File: config.mk
export PLATFORM = sky130hd
export DESIGN_NAME = norm_sched
export DESIGN_NICKNAME = d
export VERILOG_FILES = /design/src/rtl/norm_sched.sv
export SDC_FILE = /design/constraint.sdc
export NUM_CORES = 1
export LEC_CHECK = 0
export CORE_MARGIN = 2
export CORE_UTILIZATION = 44
export CTS_BUF_LIST = sky130_fd_sc_hd__clkbuf_16
export DETAILED_ROUTE_END_ITERATION = 7
export PLACE_DENSITY = 0.81
export SLEW_MARGIN = 30
export SYNTH_ARGS = -nofsm -noshare
export SYNTH_HDL_FRONTEND = slang
export SYNTH_SLANG_ARGS = --single-unit
File: constraint.sdc
create_clock -name clk -period 3.2 [get_ports clk]
set_clock_uncertainty 0.05 [all_clocks]
set_input_delay 0.96 -clock clk [delete_from_list [all_inputs] [get_ports clk]]
set_output_delay 0.96 -clock clk [all_outputs]
set_load 0.05 [all_outputs]
File: src/rtl/norm_sched.sv
// -----------------------------------------------------------------------------
// norm_sched
//
// Shares one 32-bit leading-zero-count / left-normalize datapath between two
// FPU requesters (ch0 = add/sub, ch1 = mul/div). Round-robin arbitration picks
// one request at a time. Each operation runs IDLE -> COUNT -> SHIFT -> DONE and
// its result is held on a valid/ready interface toward the rounding stage.
// Only one operation is ever in flight.
//
// Parameters:
//   EXP_W  exponent width (unsigned, biased)
//   TAG_W  opaque requester tag width, returned unchanged
//
// Ports:
//   clk, rst_n                        clock (rising edge), async active-low reset
//   reqN_valid / reqN_ready           request handshake, N = 0,1 (ready is
//                                     combinational, only ever high in IDLE)
//   reqN_mant / reqN_exp / reqN_tag   unnormalized mantissa, exponent, tag
//   out_valid / out_ready             result handshake
//   out_mant                          normalized mantissa (bit31 set unless zero)
//   out_exp                           adjusted exponent (0 on zero/underflow)
//   out_zero / out_uflow              zero-mantissa / exponent-underflow flags
//   out_src / out_tag                 granted channel and its tag
//
// Build option:
//   NORM_SCHED_FASTPATH_EN  when defined, zero or already-normalized mantissas
//                           skip SHIFT and complete from COUNT (2-cycle latency).
// -----------------------------------------------------------------------------
module norm_sched #(
   parameter int EXP_W = 8,
   parameter int TAG_W = 4
) (
   input  logic             clk,
   input  logic             rst_n,
   input  logic             req0_valid,
   output logic             req0_ready,
   input  logic [31:0]      req0_mant,
   input  logic [EXP_W-1:0] req0_exp,
   input  logic [TAG_W-1:0] req0_tag,
   input  logic             req1_valid,
   output logic             req1_ready,
   input  logic [31:0]      req1_mant,
   input  logic [EXP_W-1:0] req1_exp,
   input  logic [TAG_W-1:0] req1_tag,
   output logic             out_valid,
   input  logic             out_ready,
   output logic [31:0]      out_mant,
   output logic [EXP_W-1:0] out_exp,
   output logic             out_zero,
   output logic             out_uflow,
   output logic             out_src,
   output logic [TAG_W-1:0] out_tag
);

   typedef enum logic [1:0] {S_IDLE, S_COUNT, S_SHIFT, S_DONE} state_e;

   state_e           state_q, state_d;
   logic             rr_ptr_q, rr_ptr_d;
   logic             gnt0, gnt1;

   // Captured request
   logic [31:0]      mant_q;
   logic [EXP_W-1:0] exp_q;
   logic [TAG_W-1:0] tag_q;
   logic             src_q;

   // Registered LZC result
   logic [4:0]       cnt_q;
   logic             zero_q;

   logic [4:0]       lzc_cnt;
   logic             lzc_zero;
   logic [4:0]       nrm_cnt;
   logic             nrm_zero;
   logic [31:0]      res_mant;
   logic [EXP_W-1:0] res_exp;
   logic             res_zero, res_uflow;
   logic             load_out;

   // Output registers
   logic [31:0]      out_mant_q;
   logic [EXP_W-1:0] out_exp_q;
   logic             out_zero_q, out_uflow_q, out_src_q;
   logic [TAG_W-1:0] out_tag_q;

   // Leading-zero count of the captured mantissa; an all-zero input reports
   // count 0 and is flagged separately.
   always_comb begin
      lzc_cnt  = 5'd0;
      lzc_zero = (mant_q == 32'd0);
      for (int i = 0; i < 32; i++) begin
         if (mant_q[i]) lzc_cnt = 5'(31 - i);
      end
   end

`ifdef NORM_SCHED_FASTPATH_EN
   logic fast_hit;
   assign fast_hit = lzc_zero || mant_q[31];
   // In COUNT the live LZC result feeds the normalizer so that zero and
   // already-normalized operands can be finished one cycle early.
   assign nrm_cnt  = (state_q == S_COUNT) ? lzc_cnt  : cnt_q;
   assign nrm_zero = (state_q == S_COUNT) ? lzc_zero : zero_q;
`else
   assign nrm_cnt  = cnt_q;
   assign nrm_zero = zero_q;
`endif

   // Normalize and adjust the exponent; the count is zero-extended for the
   // compare/subtract and the shift zero-fills.
   always_comb begin
      res_mant  = 32'd0;
      res_exp   = '0;
      res_zero  = 1'b0;
      res_uflow = 1'b0;
      if (nrm_zero) begin
         res_zero = 1'b1;
      end else begin
         res_mant = mant_q << nrm_cnt;
         if (exp_q > EXP_W'(nrm_cnt)) res_exp = exp_q - EXP_W'(nrm_cnt);
         else                         res_uflow = 1'b1;
      end
   end

   // FSM: state register
   // NOTE: sequential state uses non-blocking assignments so every register
   // samples the values from before the clock edge.
   always_ff @(posedge clk or negedge rst_n) begin
      if (!rst_n) begin
         state_q  <= S_IDLE;
         rr_ptr_q <= 1'b0;
      end else begin
         state_q  <= state_d;
         rr_ptr_q <= rr_ptr_d;
      end
   end

   // FSM: next state
   // NOTE: every signal gets a default first so no path through the case can
   // leave it unassigned and infer a latch.
   always_comb begin
      state_d  = state_q;
      rr_ptr_d = rr_ptr_q;
      case (state_q)
         S_IDLE: begin
            if (gnt0 || gnt1) begin
               state_d  = S_COUNT;
               rr_ptr_d = gnt0;   // point at the channel that was not granted
            end
         end
         S_COUNT: begin
            state_d = S_SHIFT;
`ifdef NORM_SCHED_FASTPATH_EN
            if (fast_hit) state_d = S_DONE;
`endif
         end
         S_SHIFT: state_d = S_DONE;
         S_DONE:  if (out_ready) state_d = S_IDLE;
      endcase
   end

   // FSM: outputs. rst_n gating keeps both readies low while reset is held,
   // even if requesters are already presenting valid.
   always_comb begin
      gnt0 = 1'b0;
      gnt1 = 1'b0;
      if (state_q == S_IDLE && rst_n) begin
         if (req0_valid && (!req1_valid || !rr_ptr_q)) gnt0 = 1'b1;
         else if (req1_valid)                          gnt1 = 1'b1;
      end
   end

   assign req0_ready = gnt0;
   assign req1_ready = gnt1;
   assign out_valid  = (state_q == S_DONE);
   assign load_out   = (state_d == S_DONE) && (state_q != S_DONE);

   // Datapath registers
   // NOTE: datapath registers are reset as well, so every output reads 0 in
   // reset and nothing downstream ever sees X.
   always_ff @(posedge clk or negedge rst_n) begin
      if (!rst_n) begin
         mant_q      <= 32'd0;
         exp_q       <= '0;
         tag_q       <= '0;
         src_q       <= 1'b0;
         cnt_q       <= 5'd0;
         zero_q      <= 1'b0;
         out_mant_q  <= 32'd0;
         out_exp_q   <= '0;
         out_zero_q  <= 1'b0;
         out_uflow_q <= 1'b0;
         out_src_q   <= 1'b0;
         out_tag_q   <= '0;
      end else begin
         if (gnt0) begin
            mant_q <= req0_mant;
            exp_q  <= req0_exp;
            tag_q  <= req0_tag;
            src_q  <= 1'b0;
         end else if (gnt1) begin
            mant_q <= req1_mant;
            exp_q  <= req1_exp;
            tag_q  <= req1_tag;
            src_q  <= 1'b1;
         end
         if (state_q == S_COUNT) begin
            cnt_q  <= lzc_cnt;
            zero_q <= lzc_zero;
         end
         // Result registers change only on entry to DONE.
         if (load_out) begin
            out_mant_q  <= res_mant;
            out_exp_q   <= res_exp;
            out_zero_q  <= res_zero;
            out_uflow_q <= res_uflow;
            out_src_q   <= src_q;
            out_tag_q   <= tag_q;
         end
      end
   end

   assign out_mant  = out_mant_q;
   assign out_exp   = out_exp_q;
   assign out_zero  = out_zero_q;
   assign out_uflow = out_uflow_q;
   assign out_src   = out_src_q;
   assign out_tag   = out_tag_q;

endmodule
==> results.yml, run 1 <==
logic_synthesis:
  async_flop_share_pct: 100
  yosysSeqAreaShare_pct: 38.8
  syn-num-nets: 770
  synth_edf_count: 0
  mappedNetlistArea_um2: 6510
  number_of_synthesis_warnings: 0
  synth_seq_cells: 101
  ys_dominant_reg_cell: "sky130_fd_sc_hd__dfrtp_1"
  postSynthCellCount: 671
  syn_area_per_cell_um2: 9.70
  yosysUniqueCellTypes: 69
global_routing:
  track_usage_pct: 22.7
  grt_max_degree: 89
  grt_overflow: 0
  number_of_antenna_violations_at_the_first_check_in_global_routing: 0
  grt_pass1_wl_mm: 28.7
  via_count_of_the_first_global_routing_pass: 5358
sta:
  rsz0062_at_grt: "false"
  timing.final.hold_violations: 0
  worst_hold_slack_after_final_layout_ns: 0.431
  max_clock_freq_mhz: 338
  slew_viol_final: 0
  fin_tns_setup_ns: 0
  setup_viol: 0
  post-route-min-period_ns: 2.96
  worst-slew-pin-transition_ns: 0.772
  final.period_utilization_pct: 92.4
  relSlewSlack_pct: 48.5
worst_hold_path:
  holdPathStages: 2
  worstHoldPathType: "reg -> reg"
critical_path:
  cp_data_required_time_ns: 2.19
  critical_path.endpoint_type: "primary output"
  timing.critical_path.max_delay_family: "buffers and inverters"
  critical_path.max_stage_delay_ns: 0.47
  cp-start-kind: "input port"
  rr_worst_depth: 7
  path_cells: "clkdlybuf4s50_1 -> and3_1 -> o21ai_4 -> inv_1 -> buf_12"
  critical_path_depth_in_cells: 5
  critPathSlowestCell: "sky130_fd_sc_hd__clkdlybuf4s50_1"
  category_of_the_critical_setup_timing_path: "in -> out"
  timing.critical_path.fanout_max: 2
  critical_path_buf_inv_count: 3
  arrival_ns: 1.95
die:
  die_area_um2: 15800
  floorplan.core_area_um2: 14500
  start_util_pct: 45.0
  die_width_um: 126
  io_pins: 143
  fp-row-count: 44
  die_height_um: 126
clocking:
  worstSkewPairLatency_ns: 0.36
  clkSlewWorstSetupHoldPaths_ns: 0.06
  clock_sink_count: 101
  tritoncts: "yes"
  postCtsResizedCells: 0
  ctsHtreeMaxLevel: 3
  post_cts.repair.setup_buffers: 0
  clock_path_buffers: 2
  cts_made_buffers: 9
  root_buffer: "sky130_fd_sc_hd__clkbuf_16"
  holdBufCountCts: 0
placement:
  placed_cell_area_um2: 7960
  place.gp.congestion: 0.913
  port_buffers: 142
  dp_hpwl_mm: 13.0
route:
  ant_nets_after_route: 0
  dr.first_iter.drc_count: 729
  route.vias.total: 5788
  detail_route.first_pass.iterations: 8
  detail_route.drc_violations: 0
  detail_route.wirelength_mm: 17.9
  viasPerCell: 5.95
  wire_per_inst_um: 18.4
cells_and_area:
  drive_gt1_share_pct: 10.2
  syn_to_final_growth_pct: 26.7
  insertedDiodeCount: 0
  final_cell_mix: "139 x sky130_fd_sc_hd__clkdlybuf4s50_1, 105 x sky130_fd_sc_hd__nand2_1, 101 x sky130_fd_sc_hd__dfrtp_1"
  layout_commonest_cell: "sky130_fd_sc_hd__clkdlybuf4s50_1"
  num-nets-final: 882
  post-route-cell-area_um2: 8250
run:
  max-cap-violations: 0
status:
  run_status: "finished clean"
pwr:
  total_power_w: 0.00941
  worst_vdd_drop_mv: 0.414
  leakage_nw: 3.65
  cellPowerDensity_nw_per_um2: 1140
==> Yosys cell counts, types with 8 or more instances <==
cell / count / area, um2
sky130_fd_sc_hd__o21ai_0: 66 / 330
sky130_fd_sc_hd__clkbuf_1: 26 / 97.6
sky130_fd_sc_hd__nand2_1: 105 / 394
sky130_fd_sc_hd__mux2_2: 19 / 214
sky130_fd_sc_hd__inv_1: 15 / 56.3
sky130_fd_sc_hd__buf_2: 9 / 45.0
sky130_fd_sc_hd__dfrtp_1: 101 / 2530
sky130_fd_sc_hd__mux2i_1: 71 / 711
sky130_fd_sc_hd__buf_6: 8 / 90.1
sky130_fd_sc_hd__nor2_1: 37 / 139
sky130_fd_sc_hd__mux4_2: 20 / 450
sky130_fd_sc_hd__a21oi_1: 30 / 150
sky130_fd_sc_hd__o211ai_1: 10 / 75.1
sky130_fd_sc_hd__a22o_1: 14 / 123
==> cell families (layout without fill, tap and decap cells) <==
group	count (synthesis)	in the layout	synth area share (%)
compound gates	186	186	18.4
xor+xnor	3	3	0.404
simple gates	193	193	13.4
fa+ha+maj	6	6	1.27
buf+inv	69	186	5.73
mux	113	113	22.0
flops	101	101	38.8
==> worst min-delay path: stages (launching register included) <==
cell	delay (ns)
sky130_fd_sc_hd__dfrtp_1	0.34
sky130_fd_sc_hd__nand2_1	0.05
sky130_fd_sc_hd__o21ai_0	0.06
==> per-stage QoR <==
step / setup slack (ns) / utilization, % / instances
2_1_floorplan: 0.258 / - / 671
3_3_place_gp: 0.231 / 55.0 / 956
3_5_place_dp: 0.231 / 55.0 / 956
4_1_cts: 0.231 / 57.0 / 972
5_1_grt: 0.197 / 57.0 / 972
6_report: 0.242 / 57.0 / 972
==> flip-flops by register name (all words and copies together) (netlist names) <==
| signal | cells |
|---|---|
| out_exp | 8 |
| out_zero | 1 |
| mant_q | 32 |
| src_q | 1 |
| out_mant | 32 |
| out_src | 1 |
| state_q | 2 |
| cnt_q | 5 |
| rr_ptr_q | 1 |
| out_tag | 4 |
| out_uflow | 1 |
| exp_q | 8 |
| tag_q | 4 |
| nrm_zero | 1 |
==> power breakdown <==
group / leakage [nW] / total (W) / switching [W] / internal [W]
sequential: 1.28 / 0.00260 / 0.000752 / 0.00184
clock: 0.146 / 0.00109 / 0.000484 / 0.000602
combinational: 2.23 / 0.00573 / 0.00335 / 0.00238
==> metal layers <==
| layer | wire length [um] | share of wire [%] | GRT usage, % |
|---|---|---|---|
| met1 | 7870 | 44 | 32.1 |
| met4 | 505 | 2.8 | 7.39 |
| met5 | 0 | 0 | 0 |
| met2 | 8060 | 45 | 34.7 |
| met3 | 1410 | 7.9 | 5.10 |
==> cell type report <==
class | instances | area [um2]
repair buffers | 152 | 1510
flip-flops and latches | 101 | 2530
clock buffers | 9 | 225
fillers | 1254 | 6230
multi-input cells | 501 | 3620
well taps | 184 | 230
clock inverters | 7 | 66.3
inverters | 18 | 67.6
==> final timing paths <==
kind	end	from	slack, ns
setup / recovery	req1_ready	req1_valid	0.24
hold / removal	out_exp[0]	out_exp[0]	0.43
setup reg to reg	out_exp[7]	cnt_q[2]	0.78
hold reg to reg	out_exp[0]	out_exp[0]	0.43
max in group asynchronous	mant_q[30]	rst_n	1.22
min in group asynchronous	out_zero	rst_n	0.70
No activity file was read; power rests on OpenSTA's default activity.
==> run 2, diff against run 1 <==
- ABC_CLOCK_PERIOD_IN_PS: unset -> 3200
- CELL_PAD_IN_SITES_DETAIL_PLACEMENT: unset -> 1
- CELL_PAD_IN_SITES_GLOBAL_PLACEMENT: unset -> 2
- CORE_UTILIZATION: 44 -> 32
- CTS_CLUSTER_DIAMETER: unset -> 100
- PLACE_DENSITY: 0.81 -> 0.92
==> results.yml, run 2 (synthesis gave the netlist of run 1 again) <==
sta:
  timing.final.hold_violations: 0
  fin_tns_setup_ns: 0
  worst-slew-pin-transition_ns: 0.784
  setup_viol: 0
  final.period_utilization_pct: 94.9
  max_clock_freq_mhz: 329
  slew_viol_final: 0
  rsz0062_at_grt: "false"
  post-route-min-period_ns: 3.04
  relSlewSlack_pct: 47.7
  worst_hold_slack_after_final_layout_ns: 0.434
route:
  wire_per_inst_um: 19.9
  detail_route.first_pass.iterations: 4
  dr.first_iter.drc_count: 334
  ant_nets_after_route: 0
  route.vias.total: 5770
  detail_route.wirelength_mm: 21.1
  viasPerCell: 5.43
  detail_route.drc_violations: 0
cells_and_area:
  num-nets-final: 886
  final_cell_mix: "139 x sky130_fd_sc_hd__clkdlybuf4s50_1, 105 x sky130_fd_sc_hd__nand2_1, 101 x sky130_fd_sc_hd__dfrtp_1"
  drive_gt1_share_pct: 10.9
  insertedDiodeCount: 0
  layout_commonest_cell: "sky130_fd_sc_hd__clkdlybuf4s50_1"
  syn_to_final_growth_pct: 29.7
  post-route-cell-area_um2: 8440
pwr:
  leakage_nw: 3.69
  worst_vdd_drop_mv: 0.364
  cellPowerDensity_nw_per_um2: 1170
critical_path:
  critical_path.max_stage_delay_ns: 0.48
  rr_worst_depth: 8
  cp-start-kind: "input port"
  category_of_the_critical_setup_timing_path: "in -> out"
  arrival_ns: 2.03
  cp_data_required_time_ns: 2.19
  critical_path_buf_inv_count: 3
  critical_path.endpoint_type: "primary output"
  timing.critical_path.max_delay_family: "buffers and inverters"
  timing.critical_path.fanout_max: 2
  worstReg2RegEnd: "out_exp[1]"
  critical_path.reg2reg.startpoint: "cnt_q[0]"
  critPathSlowestCell: "sky130_fd_sc_hd__clkdlybuf4s50_1"
  timing.critical_path.from: "req1_valid"
  path_cells: "clkdlybuf4s50_1 -> and3_1 -> o21ai_4 -> inv_1 -> buf_12"
  r2r_setup_slack_ns: 0.50
worst_hold_path:
  worstHoldStart: "out_uflow"
  holdPathStages: 2
  worstHoldPathType: "reg -> reg"
  worst_hold_path.endpoint: "out_uflow"
clocking:
  clkSlewWorstSetupHoldPaths_ns: 0.07
  worstSkewPairLatency_ns: 0.36
  root_buffer: "sky130_fd_sc_hd__clkbuf_16"
  post_cts.repair.setup_buffers: 0
  ctsHtreeMaxLevel: 3
  postCtsResizedCells: 0
  tritoncts: "yes"
  clock_path_buffers: 2
  clock_sink_count: 101
  cts_made_buffers: 9
  holdBufCountCts: 0
global_routing:
  grt_max_degree: 89
  via_count_of_the_first_global_routing_pass: 6025
  track_usage_pct: 19.9
  grt_overflow: 0
  number_of_antenna_violations_at_the_first_check_in_global_routing: 0
  grt_pass1_wl_mm: 33.9
die:
  fp-row-count: 52
  die_area_um2: 21500
  start_util_pct: 32.4
  floorplan.core_area_um2: 20100
  die_height_um: 147
  die_width_um: 147
  io_pins: 143
placement:
  place.gp.congestion: 0.846
  dp_hpwl_mm: 15.6
  placed_cell_area_um2: 8100
  port_buffers: 142
status:
  run_status: "finished clean"
run:
  max-cap-violations: 0
[run 2: power breakdown]
part | total (W) | internal, W | switching [W]
Sequential | 0.00265 | 0.00184 | 0.000805
Clock | 0.00130 | 0.000770 | 0.000529
Combinational | 0.00590 | 0.00242 | 0.00348
[run 2: cell type report]
type / count / area (um2)
Fill cell: 2263 / 11700
Inverter: 18 / 67.6
Multi-Input combinational cell: 501 / 3620
Tap cell: 270 / 338
Timing Repair Buffer: 156 / 1540
Sequential cell: 101 / 2530
Clock buffer: 9 / 225
Clock inverter: 7 / 120
[run 2: how the worst max path moves through the flow]
stage                     cells after the start  slack (ns)          to
final                                         5        0.16  req1_ready
after floorplan                               4        0.26  req0_ready
after CTS                                     5        0.15  req1_ready
after detailed placement                      5        0.15  req1_ready
after global routing                          5        0.12  req1_ready
after global placement                        5        0.19  req1_ready
[run 2: worst reg2reg max path: cells and delay by family, from the launching register on]
family / cells / cell delay, ns
flops: 1 / 0.62
simple gates: 1 / 0.20
fa+ha+maj: 2 / 0.71
compound gates: 4 / 0.95
buf+inv: 1 / 0.06
[run 2: layer usage]
| layer | track usage (%) | part of all wire, % | vias to the layer above |
|---|---|---|---|
| li1 | - | - | 2704 |
| met1 | 28.0 | 47 | 2881 |
| met2 | 32.2 | 48 | 164 |
| met3 | 3.25 | 4.2 | 21 |
| met4 | 4.71 | 1.0 | 0 |
| met5 | 0 | 0 | - |
[run 2: per-stage QoR]
step           setup WS (ns)  total power (W)  util, %  cells
3_3_place_gp           0.186          0.00837     40.3   1046
5_1_grt                0.121           0.0105     42.0   1062
6_report               0.163          0.00984     42.0   1062
3_5_place_dp           0.151          0.00854     40.3   1046
2_1_floorplan          0.258          0.00672        -    671
4_1_cts                0.148          0.00989     42.0   1062
